[src/rtl/cram_port_arbiter.sv]
// Shares one single-port byte RAM between a CPU port (always wins) and the 16-bit BK and 8-bit SS ports (round-robin).
// Latency: CPU read data at t+1; BK ack 3 cycles after request, SS ack 2; each CPU preemption adds one cycle.
// Backpressure: the CPU is never stalled; a BK/SS op preempted by the CPU holds its state and retries next cycle.
module cram_port_arbiter (
    input  logic        clk_sys,
    input  logic        reset_n,
    input  logic        cpu_req,
    input  logic        cpu_wr,
    input  logic [16:0] cpu_addr,
    input  logic [7:0]  cpu_di,
    output logic [7:0]  cpu_do,
    output logic        cpu_valid,
    input  logic        bk_req,
    input  logic        bk_we,
    input  logic [15:0] bk_addr,
    input  logic [15:0] bk_di,
    output logic [15:0] bk_q,
    output logic        bk_ack,
    input  logic        ss_req,
    input  logic        ss_we,
    input  logic [16:0] ss_addr,
    input  logic [7:0]  ss_di,
    output logic [7:0]  ss_q,
    output logic        ss_ack,
    output logic [16:0] ram_addr,
    output logic        ram_we,
    output logic [7:0]  ram_d,
    input  logic [7:0]  ram_q
);

    localparam logic [2:0] IDLE    = 3'd0;
    localparam logic [2:0] BK_LO   = 3'd1;
    localparam logic [2:0] BK_HI   = 3'd2;
    localparam logic [2:0] BK_DONE = 3'd3;
    localparam logic [2:0] SS_OP   = 3'd4;
    localparam logic [2:0] SS_DONE = 3'd5;

    // Owner of the byte that ram_q will present next cycle (reads only).
    localparam logic [2:0] OWN_NONE  = 3'd0;
    localparam logic [2:0] OWN_CPU   = 3'd1;
    localparam logic [2:0] OWN_BK_LO = 3'd2;
    localparam logic [2:0] OWN_BK_HI = 3'd3;
    localparam logic [2:0] OWN_SS    = 3'd4;

    logic [2:0]  state;
    logic [2:0]  state_nxt;
    logic        rr;
    logic        rr_nxt;
    logic        bk_armed;
    logic        ss_armed;
    logic [2:0]  owner;
    logic [2:0]  owner_nxt;
    logic [16:0] last_addr;
    logic [7:0]  last_d;
    logic [7:0]  cpu_do_r;
    logic [7:0]  bk_lo_r;
    logic [7:0]  bk_hi_r;
    logic [7:0]  ss_q_r;

    logic        cpu_issue;
    logic        fsm_op;
    logic        fsm_issue;
    logic [16:0] fsm_addr;
    logic        fsm_we;
    logic [7:0]  fsm_d;
    logic        bk_go;
    logic        ss_go;

    // Nothing reaches the RAM while reset is asserted, not even a CPU strobe.
    assign cpu_issue = cpu_req & reset_n;
    assign fsm_op    = (state == BK_LO) | (state == BK_HI) | (state == SS_OP);
    assign fsm_issue = fsm_op & ~cpu_issue & reset_n;

    assign bk_go = bk_req & bk_armed;
    assign ss_go = ss_req & ss_armed;

    assign bk_ack = (state == BK_DONE);
    assign ss_ack = (state == SS_DONE);

    // Read data is bypassed from ram_q in the cycle it arrives, then held in a register until the next read.
    assign cpu_do = (owner == OWN_CPU)   ? ram_q : cpu_do_r;
    assign bk_q   = {(owner == OWN_BK_HI) ? ram_q : bk_hi_r,
                     (owner == OWN_BK_LO) ? ram_q : bk_lo_r};
    assign ss_q   = (owner == OWN_SS)    ? ram_q : ss_q_r;

    // Byte operation the FSM wants to issue in its current state.
    always_comb begin
        fsm_addr = 17'd0;
        fsm_we   = 1'b0;
        fsm_d    = 8'd0;
        case (state)
            BK_LO: begin
                fsm_addr = {bk_addr, 1'b0};
                fsm_we   = bk_we;
                fsm_d    = bk_di[7:0];
            end
            BK_HI: begin
                fsm_addr = {bk_addr, 1'b1};
                fsm_we   = bk_we;
                fsm_d    = bk_di[15:8];
            end
            SS_OP: begin
                fsm_addr = ss_addr;
                fsm_we   = ss_we;
                fsm_d    = ss_di;
            end
            default: begin
                fsm_addr = 17'd0;
                fsm_we   = 1'b0;
                fsm_d    = 8'd0;
            end
        endcase
    end

    // RAM port mux: CPU first, then FSM, otherwise hold the last address/data with write disabled.
    always_comb begin
        ram_we   = 1'b0;
        ram_addr = last_addr;
        ram_d    = last_d;
        if (cpu_issue) begin
            ram_we   = cpu_wr;
            ram_addr = cpu_addr;
            ram_d    = cpu_di;
        end else if (fsm_issue) begin
            ram_we   = fsm_we;
            ram_addr = fsm_addr;
            ram_d    = fsm_d;
        end
    end

    // Tag the upcoming ram_q byte with whoever issued a read this cycle.
    always_comb begin
        owner_nxt = OWN_NONE;
        if (cpu_issue) begin
            owner_nxt = cpu_wr ? OWN_NONE : OWN_CPU;
        end else if (fsm_issue && !fsm_we) begin
            case (state)
                BK_LO:   owner_nxt = OWN_BK_LO;
                BK_HI:   owner_nxt = OWN_BK_HI;
                SS_OP:   owner_nxt = OWN_SS;
                default: owner_nxt = OWN_NONE;
            endcase
        end
    end

    // Next-state and round-robin logic; op states advance only when their byte was actually issued.
    always_comb begin
        state_nxt = state;
        rr_nxt    = rr;
        case (state)
            IDLE: begin
                if (bk_go && (!ss_go || !rr)) begin
                    state_nxt = BK_LO;
                    rr_nxt    = 1'b1;
                end else if (ss_go) begin
                    state_nxt = SS_OP;
                    rr_nxt    = 1'b0;
                end
            end
            BK_LO:   state_nxt = fsm_issue ? BK_HI   : BK_LO;
            BK_HI:   state_nxt = fsm_issue ? BK_DONE : BK_HI;
            BK_DONE: state_nxt = IDLE;
            SS_OP:   state_nxt = fsm_issue ? SS_DONE : SS_OP;
            SS_DONE: state_nxt = IDLE;
            default: state_nxt = IDLE;
        endcase
    end

    // FSM state, fairness bit and read-owner tag.
    always_ff @(posedge clk_sys or negedge reset_n) begin
        if (!reset_n) begin
            state <= IDLE;
            rr    <= 1'b0;
            owner <= OWN_NONE;
        end else begin
            state <= state_nxt;
            rr    <= rr_nxt;
            owner <= owner_nxt;
        end
    end

    // A requester is disarmed by its ack and rearmed once its req is seen low.
    always_ff @(posedge clk_sys or negedge reset_n) begin
        if (!reset_n) begin
            bk_armed <= 1'b1;
            ss_armed <= 1'b1;
        end else begin
            if (bk_ack)       bk_armed <= 1'b0;
            else if (!bk_req) bk_armed <= 1'b1;
            if (ss_ack)       ss_armed <= 1'b0;
            else if (!ss_req) ss_armed <= 1'b1;
        end
    end

    // Remember the last issued address/data so the idle RAM port stays quiet.
    always_ff @(posedge clk_sys or negedge reset_n) begin
        if (!reset_n) begin
            last_addr <= 17'd0;
            last_d    <= 8'd0;
        end else if (cpu_issue || fsm_issue) begin
            last_addr <= ram_addr;
            last_d    <= ram_d;
        end
    end

    // Read-data holding registers and the CPU valid strobe.
    always_ff @(posedge clk_sys or negedge reset_n) begin
        if (!reset_n) begin
            cpu_valid <= 1'b0;
            cpu_do_r  <= 8'd0;
            bk_lo_r   <= 8'd0;
            bk_hi_r   <= 8'd0;
            ss_q_r    <= 8'd0;
        end else begin
            cpu_valid <= cpu_issue & ~cpu_wr;
            cpu_do_r  <= cpu_do;
            bk_lo_r   <= bk_q[7:0];
            bk_hi_r   <= bk_q[15:8];
            ss_q_r    <= ss_q;
        end
    end

endmodule

[config.mk]
export PLATFORM = sky130hd
export DESIGN_NAME = cram_port_arbiter
export DESIGN_NICKNAME = d
export VERILOG_FILES = /design/src/rtl/cram_port_arbiter.sv
export SDC_FILE = /design/constraint.sdc
export NUM_CORES = 1
export LEC_CHECK = 0
export BUFFER_PORTS_ARGS = -buffer_cell sky130_fd_sc_hd__buf_2
export CORE_ASPECT_RATIO = 1.75
export CORE_MARGIN = 2
export CORE_UTILIZATION = 47
export CTS_CLUSTER_DIAMETER = 80
export DETAILED_ROUTE_END_ITERATION = 10
export HOLD_SLACK_MARGIN = 0.15
export PLACE_DENSITY_LB_ADDON = 0.3
export SYNTH_ARGS = -nofsm -noshare
export SYNTH_HDL_FRONTEND = slang
export SYNTH_SLANG_ARGS = --single-unit
export TNS_END_PERCENT = 30
[constraint.sdc]
create_clock -name clk_sys -period 1.9 [get_ports clk_sys]
set_input_delay 0.095 -clock clk_sys [delete_from_list [all_inputs] [get_ports clk_sys]]
set_output_delay 0.095 -clock clk_sys [all_outputs]
set_load 0.005 [all_outputs]
# --- Word-level counts from Yosys, hierarchy flattened ---
# Index checks and enable logic that the tools add are counted.
totals:
  register_bits: 67
  input_bits: 98
  out_inout_bits: 61
  elab_cells: 74
op_classes:
  n_eq_ne: 12
  muxes: 29
  bitwise: 10
  n_reduce_logical: 11
op_table:
  columns: ["op", "n"]
  rows:
  - ["$pmux 17 s3", 1]
  - ["$mux 8", 6]
  - ["$mux 17", 2]
  - ["$pmux 8 s3", 1]
  - ["$eq 3x2->1 const B", 4]
  - ["$mux 3", 4]
  - ["$pmux 3 s4", 1]
  - ["$mux 1", 11]
  - ["$eq 3x3->1 const B", 3]
  - ["$pmux 3 s3", 1]
  - ["$and 1x1->1", 6]
  - ["$eq 3x1->1 const B", 2]
  - ["$ne 2x1->1 const B", 2]
  - ["$logic_not 1->1", 3]
  - ["$logic_not 3->1", 1]
  - ["$ne 3x3->1 const B", 1]
  - ["$logic_and 1x1->1", 2]
  - ["$logic_or 1x1->1", 2]
  - ["$mux 2", 1]
  - ["$not 1->1", 2]
  - ["$or 1x1->1", 2]
  - ["$pmux 1 s2", 1]
  - ["$reduce_and 2->1", 1]
  - ["$reduce_bool 2->1", 1]
  - ["$reduce_or 2->1", 1]

# --- Logic depth before layout (Yosys ltp) ---
depth:
  word_depth: 8
  mapped_depth: 7
  mapped_depth_nobuf: 4

# --- Worst setup path after synthesis ---
# Ideal clock, no wire load.
synth_timing:
  path_kind: "flip-flop to flip-flop"
  startpoint: "register state[1]"
  endpoint: "register last_addr[10]"
  arrival_ps: 1521
  t_required_ps: 1765
  path_slack_ps: 244
  stages_incl_launch_ff: 8
  n_path_buf: 3
  path_cell_list: "dfrtp_1 > buf_4 > nor3b_2 > buf_4 > a211oi_4 > buf_6 > a221oi_2 > o21ai_0"
synth_via:
  elab_chain_cells: 7
  elab_cells_between_ends: 11
  classes_between: "3 x eq/ne; 3 x mux; 4 x bitwise; 1 x reduce/logical"
synth_lines:
  columns: ["item", "line", "source"]
  rows:
  - ["from (decl)", "45", "logic [2:0] state;"]
  - ["from (signal assigned)", "176", "state <= state_nxt;"]
  - ["$eq 3x1->1 or $eq 3x2->1 (tied branches)", "71, 91", null]
  - ["$or 1x1->1 (2 in a row)", "71", "assign fsm_op = (state == BK_LO) | (state == BK_HI) | (state == SS_OP);"]
  - ["$and 1x1->1 (2 in a row)", "72", "assign fsm_issue = fsm_op & ~cpu_issue & reset_n;"]
  - ["$mux 17", "124", "end else if (fsm_issue) begin"]
  - ["$mux 17", "120", "if (cpu_issue) begin"]
  - ["to (signal assigned)", "201", "last_addr <= ram_addr;"]
  - ["to (decl)", "53", "logic [16:0] last_addr;"]
# Parallel ways exist; a longest one is shown, timed or not.
# A chain may end at the register's enable or synchronous reset.

# --- Worst setup path in the final report ---
layout_timing:
  startpoint: "register state[0]"
  endpoint: "output ram_d[1]"
layout_via:
  elab_chain_cells: 7
  elab_cells_between_ends: 10
  classes_between: "3 x eq/ne; 3 x mux; 4 x bitwise"
layout_lines:
  columns: ["item", "line", "source"]
  rows:
  - ["$eq 3x1->1 or $eq 3x2->1 (tied branches)", "71, 91", null]
  - ["$or 1x1->1 (2 in a row)", "71", null]
  - ["$and 1x1->1 (2 in a row)", "72", null]
  - ["$mux 8 *", "124", null]
  - ["$mux 8 *", "120", null]
  - ["to (decl)", "27", "output logic [7:0] ram_d,"]
# Mark *: on every way between the ends. The rest lies on a longest branch, timed or not.

==> key figures <==
Floorplan
  – Starting Density: 0.487
  – I/O Pins: about 160
  – DIE AREA: just over 8000 um2
  – DIE HEIGHT: 119 um
  – Die Width: between 60 and 70 um
  – Core Region: 7280 um2
  – # rows: between 40 and 50

Final layout
  – Ant diodes: 0
  – Share of cells above drive strength 1: 0.498
  – Nets: about 660
  – Fillers: around 400
  – Layout Utilization: 0.823
  – Area Overhead vs Synth: 68.9%

STA
  – Post-route setup slack: -0.227 ns
  – Period minus WS final: about 2.1 ns
  – Final setup vio count: 31
  – Crit share post-route: 1.12
  – Worst-Margin Slew: 0.537 ns
  – Fmax: between 0.4 and 0.5 GHz
  – Max-slew headroom: 0.638
  – WHS: 0.179 ns
  – Max-slew violations: 0
  – Setup Skew: approximately 0.0044 ns
  – RSZ-0062 raised after global routing: yes
  – Hold Vio Cnt, Final: 0
  – Setup TNS: -4.61 ns

Critical path
  – CP arrival: 2.03 ns
  – CP max FO: 12
  – Crit-path cells: nor3b_4 -> buf_4 -> a211oi_4 -> buf_16 -> a221oi_2 -> o21ai_1 -> buf_2
  – Worst path required time: roughly 1.8 ns
  – Critical-path top delay cell: dfrtp_2
  – CP peak stage delay: approximately 0.45 ns
  – Startpoint Class: flip-flop
  – Worst setup EP type: output port
  – WS Path Type: flip-flop to output port

Power and ir drop
  – Maximum vdd ir drop: between 0.9 and 1 mV
  – Total power: 8420 uW
  – Int Power: about 5300 uW
  – Switching Share: 0.371
  – P_sw: about 3100 uW
  – Leakage: ~0.0027 uW
  – Combinational share of power: 0.508
  – Power per standard cell area: about 1400 nW/um2
  – Flop pwr share: 0.284
  – Clock share of power: 0.208

Synth
  – Synth Area in XOR/XNOR: 0.00494
  – Share of the synthesized area in the top cell type: 0.458
  – Post-synthesis mux area share: 0.105
  – Count leader, synth: dfrtp_1
  – Post-synthesis sequential area ratio: 0.473
  – Synth warnings: 0
  – Largest family of logic cells by synthesized area: compound AO/OA/AOI/OAI gates
  – Ys async rst share: 1.00
  – Post-synth EDFFs: 0
  – Post-Synth Adder-Cell Area: 0
  – Yosys reg bits: 67
  – Area leader, netlist: dfrtp_1
  – Mapped Nets: 408
  – Post-synthesis compound-gate area fraction: 0.264
  – Netlist cell types: 37
  – Ys flop type: dfrtp_1
  – Post-Syn Area: roughly 3500 um2
  – Post-Synth Simple-Gate Area: 0.116
  – Commonest cells post-synth: 65 x dfrtp_1, 51 x o21ai_0, 40 x nor2b_1
  – Ranking of synthesized cells by area: dfrtp_1 46%, mux2_2 10%, a221oi_2 8.5%
  – Post-synthesis cell count: 310
  – Mapped Avg Cell Area: about 11 um2

Hold path
  – HP Class: input port to flip-flop

CTS
  – CTS Buf Count: 9
  – Clock sinks: 67
  – Clock transition at path regs: 0.06 ns
  – Htree depth: 3
  – Deepest clock path buffer count: 2
  – Clock Tree Root: clkbuf_16
  – CTS tree: yes
  – Clk Latency, worst-skew pair: about 0.34 ns

Outcome
  – Outcome: finished, violations left
  – Failing checks: setup timing

Job
  – Maximum capacitance violations: 0

GRT
  – Gr usage total: 0.306
  – First-pass GRT wire length: around 20000 um
  – Vias in the first global route: between 4k and 5k
  – Antenna violations before repair: 0
  – Grt ovf: 0
  – Largest net degree at the start of global routing: 40

Drt
  – Initial DRC Count: 230
  – DRC errors left: 0
  – Vias after detailed routing: about 3.8k
  – Routed WL per cell: around 21 um
  – WL final: approximately 13000 um
  – Routed Antenna Nets: 0
  – Vias per cell: around 5.8
  – DR pass1 iterations: 5

Placement
  – Buffers on Ports: 158
  – DPL Wire Length: 7180 um
  – Pre-CTS worst setup slack: between 0.15 and 0.2 ns
  – Final GP Congestion: 0.865
-- repair_timing --
action                     4_1_cts  5_1_grt
cloned                           4        0
hold endpoints to repair        94        0
gates resized for setup         40       18
setup buffers                    7        0
hold buffers                    77        0
pin swaps                       23        0
setup endpoints to repair       26       42
-- worst max-delay path, delay by kind of cell, from the launching register on --
kind	cells	cell delay, ns
compound gates	3	0.53
simple gates	1	0.22
buf+inv	3	0.49
flops	1	0.45
-- logic make-up (layout without fill, tap and decap cells) --
group	Yosys count	in the layout
muxes	33	33
xor gates and xnor gates	2	2
and+or+nand+nor	63	63
AOI/OAI and AO/OA	120	120
buffers and inverters	25	283
DFF	67	67
-- area by class of cell --
class / count / area (um2) / share of cell area
Sequential cell: 67 / 1680 / 0.281
Timing Repair Buffer: 264 / 1930 / 0.322
Tap cell: 86 / 108 / 0.0180
Multi-Input combinational cell: 218 / 1950 / 0.326
Inverter: 3 / 11.3 / 0.00188
Clock buffer: 11 / 233 / 0.0388
Clock inverter: 5 / 77.6 / 0.0129
-- path summary, 6_finish.rpt --
| kind | to | start | cells past startpoint | slack [ns] |
|---|---|---|---|---|
| max | ram_d[1] | state[0] | 7 | -0.23 |
| min | last_addr[10] | ss_addr[10] | 3 | 0.18 |
| max reg2reg | last_d[5] | state[0] | 6 | -0.08 |
| min reg2reg | bk_armed | bk_armed | 2 | 0.46 |
| max in group asynchronous | cpu_do_r[3] | reset_n | 4 | 0.58 |
| min in group asynchronous | rr | reset_n | 2 | 0.24 |
-- cells in the final DEF, fill, tap and decap left out, types with 7 or more instances in the layout --
cell,n
o21ai_1,18
dfrtp_1,63
mux2_2,33
clkbuf_16,9
a21oi_2,7
a221oi_2,15
a221oi_4,9
nor2b_1,40
o21ai_0,31
a32o_1,8
dlygate4sd3_1,77
buf_2,157
a22oi_1,15
buf_4,18
-- registers in the layout, summed over array words and instances (netlist names) --
| signal | flops |
|---|---|
| last_addr | 17 |
| bk_hi_r | 8 |
| bk_lo_r | 8 |
| cpu_do_r | 8 |
| last_d | 8 |
| ss_q_r | 8 |
| owner | 3 |
| state | 3 |
| bk_armed | 1 |
| cpu_valid | 1 |
| rr | 1 |
| ss_armed | 1 |
-- through the flow --
step,instances,instance area (um2)
5_1_grt,654,5990
3_3_place_gp,551,4520
4_1_cts,654,5870
3_5_place_dp,551,4520
6_report,654,5990
2_1_floorplan,310,3550
-- power by group through the flow --
stage | registers, uW | clock network (uW) | logic [uW]
after floorplan | 2230 | 0 | 2100
after global placement | 2280 | 0 | 3180
after detailed placement | 2330 | 0 | 3240
after CTS | 2330 | 1770 | 3850
after global routing | 2450 | 1830 | 4570
final | 2390 | 1760 | 4280
-- routing by layer --
layer	up-vias	routed length, um	global-route usage
met2	209	7350	0.566
met3	51	770	0.0558
li1	1686	-	-
met1	1832	4700	0.317
met4	0	651	0.177
met5	-	0	0
Note: power is estimated with default switching activity, not from simulation.
